File: src/rtl/int_mult_sched.sv
// rtl/int_mult_sched.sv - round-robin issue scheduler sharing one pipelined int_mult
module int_mult_sched #(
    parameter int DATA_WIDTH   = 32,
    parameter int NUM_REQ      = 4,
    parameter int MULT_LATENCY = 5,
    parameter int ID_W         = $clog2(NUM_REQ)
) (
    input  logic                          clk,
    input  logic                          rst_n,
    input  logic [NUM_REQ-1:0]            req_valid,
    output logic [NUM_REQ-1:0]            req_ready,
    input  logic [NUM_REQ*DATA_WIDTH-1:0] req_plier,
    input  logic [NUM_REQ*DATA_WIDTH-1:0] req_cand,
    output logic                          mult_en,
    output logic [DATA_WIDTH-1:0]         mult_plier,
    output logic [DATA_WIDTH-1:0]         mult_cand,
    input  logic [2*DATA_WIDTH-1:0]       mult_result,
    output logic                          resp_valid,
    input  logic                          resp_ready,
    output logic [ID_W-1:0]               resp_id,
    output logic [2*DATA_WIDTH-1:0]       resp_result,
    output logic                          busy
);

    logic [MULT_LATENCY-1:0] tag_vld;
    logic [ID_W-1:0]         tag_id [MULT_LATENCY];
    logic [ID_W-1:0]         rr_ptr;
    logic [ID_W-1:0]         next_ptr;
    logic [ID_W-1:0]         winner;
    logic                    found;
    logic                    advance;
    logic                    transfer;
    int                      scan_idx;

    // A response held at the pipeline tail freezes both the multiplier and the tags.
    assign advance  = ~(tag_vld[MULT_LATENCY-1] & ~resp_ready);
    assign mult_en  = advance;
    assign transfer = found & advance & rst_n;

    always_comb begin
        found    = 1'b0;
        winner   = '0;
        scan_idx = 0;
        for (int k = 0; k < NUM_REQ; k++) begin
            scan_idx = int'(rr_ptr) + k;
            if (scan_idx >= NUM_REQ) begin
                scan_idx = scan_idx - NUM_REQ;
            end
            if (!found && req_valid[scan_idx]) begin
                found  = 1'b1;
                winner = ID_W'(scan_idx);
            end
        end
    end

    always_comb begin
        req_ready  = '0;
        mult_plier = '0;
        mult_cand  = '0;
        for (int i = 0; i < NUM_REQ; i++) begin
            if (transfer && winner == ID_W'(i)) begin
                req_ready[i] = 1'b1;
                mult_plier   = req_plier[i*DATA_WIDTH +: DATA_WIDTH];
                mult_cand    = req_cand[i*DATA_WIDTH +: DATA_WIDTH];
            end
        end
    end

    assign next_ptr = (winner == ID_W'(NUM_REQ - 1)) ? '0 : winner + 1'b1;

    always_ff @(posedge clk or negedge rst_n) begin
        if (!rst_n) begin
            tag_vld <= '0;
            rr_ptr  <= '0;
            for (int k = 0; k < MULT_LATENCY; k++) begin
                tag_id[k] <= '0;
            end
        end else begin
            if (advance) begin
                tag_vld[0] <= transfer;
                tag_id[0]  <= winner;
                for (int k = 1; k < MULT_LATENCY; k++) begin
                    tag_vld[k] <= tag_vld[k-1];
                    tag_id[k]  <= tag_id[k-1];
                end
            end
            if (transfer) begin
                rr_ptr <= next_ptr;
            end
        end
    end

    assign resp_valid  = tag_vld[MULT_LATENCY-1];
    assign resp_id     = tag_id[MULT_LATENCY-1];
    assign resp_result = mult_result;
    assign busy        = |tag_vld;

endmodule

File: config.mk
export PLATFORM = sky130hd
export DESIGN_NAME = int_mult_sched
export DESIGN_NICKNAME = d
export VERILOG_FILES = /design/src/rtl/int_mult_sched.sv
export SDC_FILE = /design/constraint.sdc
export NUM_CORES = 1
export LEC_CHECK = 0
export CAP_MARGIN = 20
export CORE_AREA = 2 2 179 181
export DETAILED_ROUTE_END_ITERATION = 8
export DIE_AREA = 0 0 181 183
export SYNTH_ARGS = -nofsm -noshare
export SYNTH_HDL_FRONTEND = slang
export SYNTH_SLANG_ARGS = --single-unit
File: constraint.sdc
create_clock -name clk -period 2.6 [get_ports clk]
set_clock_uncertainty 0.15 [all_clocks]
set_input_delay 0.39 -clock clk [delete_from_list [all_inputs] [get_ports clk]]
set_output_delay 0.39 -clock clk [all_outputs]
set_load 0.03 [all_outputs]
## After elaboration in Yosys (flattened, before gate mapping)

Index checks and enable logic that the tools add are counted.
Widths: inputs -> output; s select.

- Bitwise logic cells: 5
- Order comparisons: 8
- Multiplexer cells: 37
- Add/sub/neg operators: 8
- Equality and inequality tests: 3
- Reduce and logical (&&, ||, !) cells: 12

Operators with widths:

| cell | number |
|---|---|
| $mux 32 | 12 |
| $lt 32x4->1 const B | 4 |
| $mux 1 | 16 |
| $sub 3x3->4 const B | 3 |
| $mux 2 | 5 |
| $ge 3x3->1 const B | 3 |
| $bmux 1 s2 | 4 |
| $logic_and 1x1->1 | 7 |
| $add 2x2->3 const B | 2 |
| $reduce_or 5->1 | 1 |
| $eq 2x2->1 const B | 2 |
| $sub 2x3->4 const B | 1 |
| $add 2x1->3 const B | 1 |
| $and 1x1->1 | 3 |
| $ge 2x3->1 const B | 1 |
| $logic_not 1->1 | 3 |
| $add 2x1->2 const B | 1 |
| $eq 2x1->1 const B | 1 |
| $logic_not 2->1 | 1 |
| $not 1->1 | 2 |

- Input bits: 327
- Output and inout bits: 137
- Word-level logic and storage cells: 80
- Register bits after elaboration: 17

## Logic depth before layout (Yosys ltp)

- Depth in word-level cells: 22
- Mapped depth: 10
- Mapped depth without buffers: 7

## Worst setup path before layout

Ideal clock, no wire load.

- Path kind: reg2out
- Start point: reg rr_ptr[1]
- End point: out mult_cand[23]
- Slack: -426 ps
- Arrival: 2486 ps
- Path buffers: 3
- Required time: 2060 ps
- Stages on the path, launching flop included: 11
- Cell sequence: dfrtp_1 -> clkbuf_2 -> or3b_2 -> o221ai_2 -> inv_1 -> ha_1 -> inv_1 -> buf_2 -> buf_1 -> o221ai_1 -> a21oi_1

- Elaborated cells between the ends (all ways): 55
- Those cells by class: add/sub: 7; order compare: 4; eq/ne: 3; mux: 28; bitwise: 2; reduce/logical: 11

RTL lines:

| item | line | source |
|---|---|---|
| start: declaration | 27 | `logic [ID_W-1:0] rr_ptr;` |
| start signal: assignment | 88 | `rr_ptr <= next_ptr;` |
| parallel branches: the longest is 14 deep, another holds $sub 3x3->4 | -- |  |
| $mux 2 (*) | 49 | `if (!found && req_valid[scan_idx]) begin` |
| named net winner[0] | 29 | `logic [ID_W-1:0] winner;` |
| $logic_not 2->1 | 61 | `if (transfer && winner == ID_W'(i)) begin` |
| $logic_and 1x1->1 | 61 |  |
| $mux 32 (3 in a row) | 61 |  |
| $mux 32 (*) | 61 |  |
| end: declaration | 16 | `output logic [DATA_WIDTH-1:0] mult_cand,` |

Mark *: on every way through the listed nets, which the timed path passes. The select of a mux whose other input is x is not followed.

## Worst setup path after layout

- Start point: reg rr_ptr[1]
- End point: out mult_plier[28]

- Longest elaborated chain between the ends: 22
- Elaborated cells between the ends (all ways): 55
- Those cells by class: add/sub: 7; order compare: 4; eq/ne: 3; mux: 28; bitwise: 2; reduce/logical: 11

Ends and longest elaborated chain:

| item | line | source |
|---|---|---|
| parallel branches: the longest is 21 deep, another holds $sub 3x3->4 | -- |  |
| $mux 32 (*) | 61 |  |
| end: declaration | 15 | `output logic [DATA_WIDTH-1:0] mult_plier,` |

Mark *: on every way between the ends. The select of a mux whose other input is x is not followed.

==> results.cfg <==
[pwr]
internal-power_uw = 4160
power_switching_uw = 3870
ir_drop_v = 0.000482
comb_power_share = 0.901
powerDensity_nw_per_um2 = 845
seq_power_share = 0.061
clock_power_share = 0.038
switching_share = 0.482
leakagePower_uw = 0.00391

[yosys]
syn-instance-count = 542
synth_warnings = 0
syn_nets = 873
synth.ff_latch_count = 17
ys_types = 32
ys_top_cells_by_area = and3b_1 15%, o221ai_1 15%, buf_4 13%
synth.cells.most_frequent = 102 x nand2_1, 68 x buf_4, 66 x a21oi_1
synth_edf_count = 0
synth_top_cell_by_area = and3b_1
ys_async_sr_fraction = 1.00
syn_avg_cell_area_um2 = 7.00
synth_top_area_frac = 0.148
synth.most_common_cell = nand2_1
seq_area_frac_synth = 0.112
synth_ff_type = dfrtp_1
syn_area_um2 = 3790

[timing]
slew_violations = 0
finalSetupViolCount = 67
worst_slack_ns = -0.437
max_slew_margin = 0.777
hold_violations = 0
tightest_slew_ns = 0.334
period_needed_ns = 3.04
fmax_mhz = 329
holdWs_ns = 0.319
tns_ns = -24.21
rsz0062_at_grt = yes
min_period_over_period = 1.17

[clock_network]
htreeDepth = 1
clk_pin_slew_ns = 0.05
cts-root-buf = clkbuf_16
holdBufCountCts = 0
numClockSinks = 17
clock_latency_ns = 0.25
clk_path_buf_depth = 2
cts_tree = built
cts_buffers = 3

[global_routing]
met2_usage = 0.226
overflow = 0
grt.busiest_layer = met2
antenna_found_initial = 1
grt_use_total = 0.125
grt_pass1_wl_mm = 32.6
use_met1 = 0.156
grt_pass1_vias = 5546
grt_max_degree = 39
met3_usage = 0.0199

[worst_setup_path]
startpoint = rr_ptr[1]
timing.critical_path.to = mult_plier[28]
reg2reg_setup_slack_ns = 0.74
cp_max_fo = 17
crit_path_end_kind = output pin
reg2reg_from = rr_ptr[1]
worst_ep_required_time_ns = 2.06
arrival_ns = 2.50
r2r_end = rr_ptr[1]
crit_type = reg2out
start_kind = flip-flop
r2r_cells = 5

[routing]
vias = 5261
first_pass_iters = 6
routed_wl_mm = 22.3
wl_per_cell_um = 17.8
drc = 0
ant_nets = 0
via_per_inst = 4.19
drt-initial-drc-count = 128

[placement]
placed_area_um2 = 8810
dp_slack_ns = -0.707
gp_congestion = 0.849
dp_cells = 1242
port_buffers = 335
dp_hpwl_mm = 17.6

[layout]
stdcell_count = 1257
drive_gt1_frac = 0.385
fill_cells = 3238
finalInstanceArea_um2 = 9490
area_delta_synth_final_pct = 150
nets = 1186

[floorplan]
die_x_um = 181
io-pin-count = 464
num_rows = 65
chipHeight_um = 183
die_area_um2 = 33100
core_um2 = 31200
initial_utilization = 0.122

[flow_run]
cap_violations = 0

[min_path]
hp-class = reg2reg

[status]
status = complete, but fails checks
violations = negative setup slack
## power groups by stage
| stage | registers [uW] | clock network, uW | logic (uW) |
|---|---|---|---|
| floorplan | 466 | 0 | 4360 |
| global placement | 480 | 0 | 6550 |
| detailed placement | 486 | 0 | 6560 |
| CTS | 489 | 311 | 7120 |
| global route | 508 | 324 | 7700 |
| finish | 488 | 309 | 7230 |
## how the worst min path moves through the flow
| stage | startpoint | endpoint | slack [ns] | cells past startpoint |
|---|---|---|---|---|
| finish | tag_id[4] | tag_id[4] | 0.32 | 2 |
| global route | tag_id[4] | tag_id[4] | 0.35 | 2 |
| CTS | tag_id[5] | tag_id[5] | 0.32 | 2 |
| detailed placement | tag_id[5] | tag_id[5] | 0.31 | 2 |
| global placement | tag_id[7] | tag_id[7] | 0.30 | 2 |
| floorplan | rst_n | resp_id[0] | -0.06 | 0 |
## cell type report
class,count,area [um^2],share of cell area
timing repair buffer,434,4580,0.482
clock inverter,1,5.00,0.000527
tap,402,503,0.0530
multi-input combinational,390,3860,0.407
clock buffer,3,75.1,0.00791
antenna,1,2.50,0.000264
sequential,17,427,0.0449
inverter,9,43.8,0.00461
## kinds of logic after synthesis
kind of cell,synth area share
DFF,0.112
adders and majority gates,0.0132
AOI/OAI and AO/OA,0.382
muxes,0.00692
and+or+nand+nor,0.272
buffers and inverters,0.214
## critical path: stages (launching register included)
cell and delay [ns]:
dfrtp_2 0.45, mux2_4 0.33, o221ai_4 0.19, buf_4 0.17, ha_4 0.18, buf_12 0.16, buf_4 0.13, and3b_1 0.17
o221ai_1 0.17, a21oi_4 0.15, buf_4 0.16
## metrics by stage
stage / power [uW] / util
after floorplan: 4830 / -
after global placement: 7040 / 0.282
after detailed placement: 7050 / 0.282
after CTS: 7920 / 0.300
after global routing: 8530 / 0.304
final: 8030 / 0.304
## what timing repair did
| action | 4_1_cts | 5_1_grt |
|---|---|---|
| cloned | 1 | 1 |
| pin swaps | 34 | 22 |
| setup buffers | 6 | 2 |
| endpoints found under the setup margin | 68 | 68 |
| resized for setup | 87 | 21 |
## cell usage in the layout, fill, tap and decap left out, types with 11 or more instances in the layout
master           count
dfrtp_1             16
clkdlybuf4s50_1    263
o221ai_4            13
o221ai_2            50
a21oi_4             60
a21o_1              64
and3b_1             53
and3b_2             11
nand2_1            102
buf_6               56
buf_12              32
buf_4               76
## routing by layer
metal | wire, um | part of all wire | vias up
li1 | - | - | 2545
met1 | 9340 | 0.42 | 2493
met2 | 11500 | 0.51 | 201
met3 | 1310 | 0.059 | 22
met4 | 240 | 0.011 | 0
met5 | 0 | 0 | -
## state kept, by name, indices dropped and copies added (netlist names)
name	flops
resp_id	2
rr_ptr	2
tag_vld	5
tag_id	8
Power figures use the tool's default switching activity.
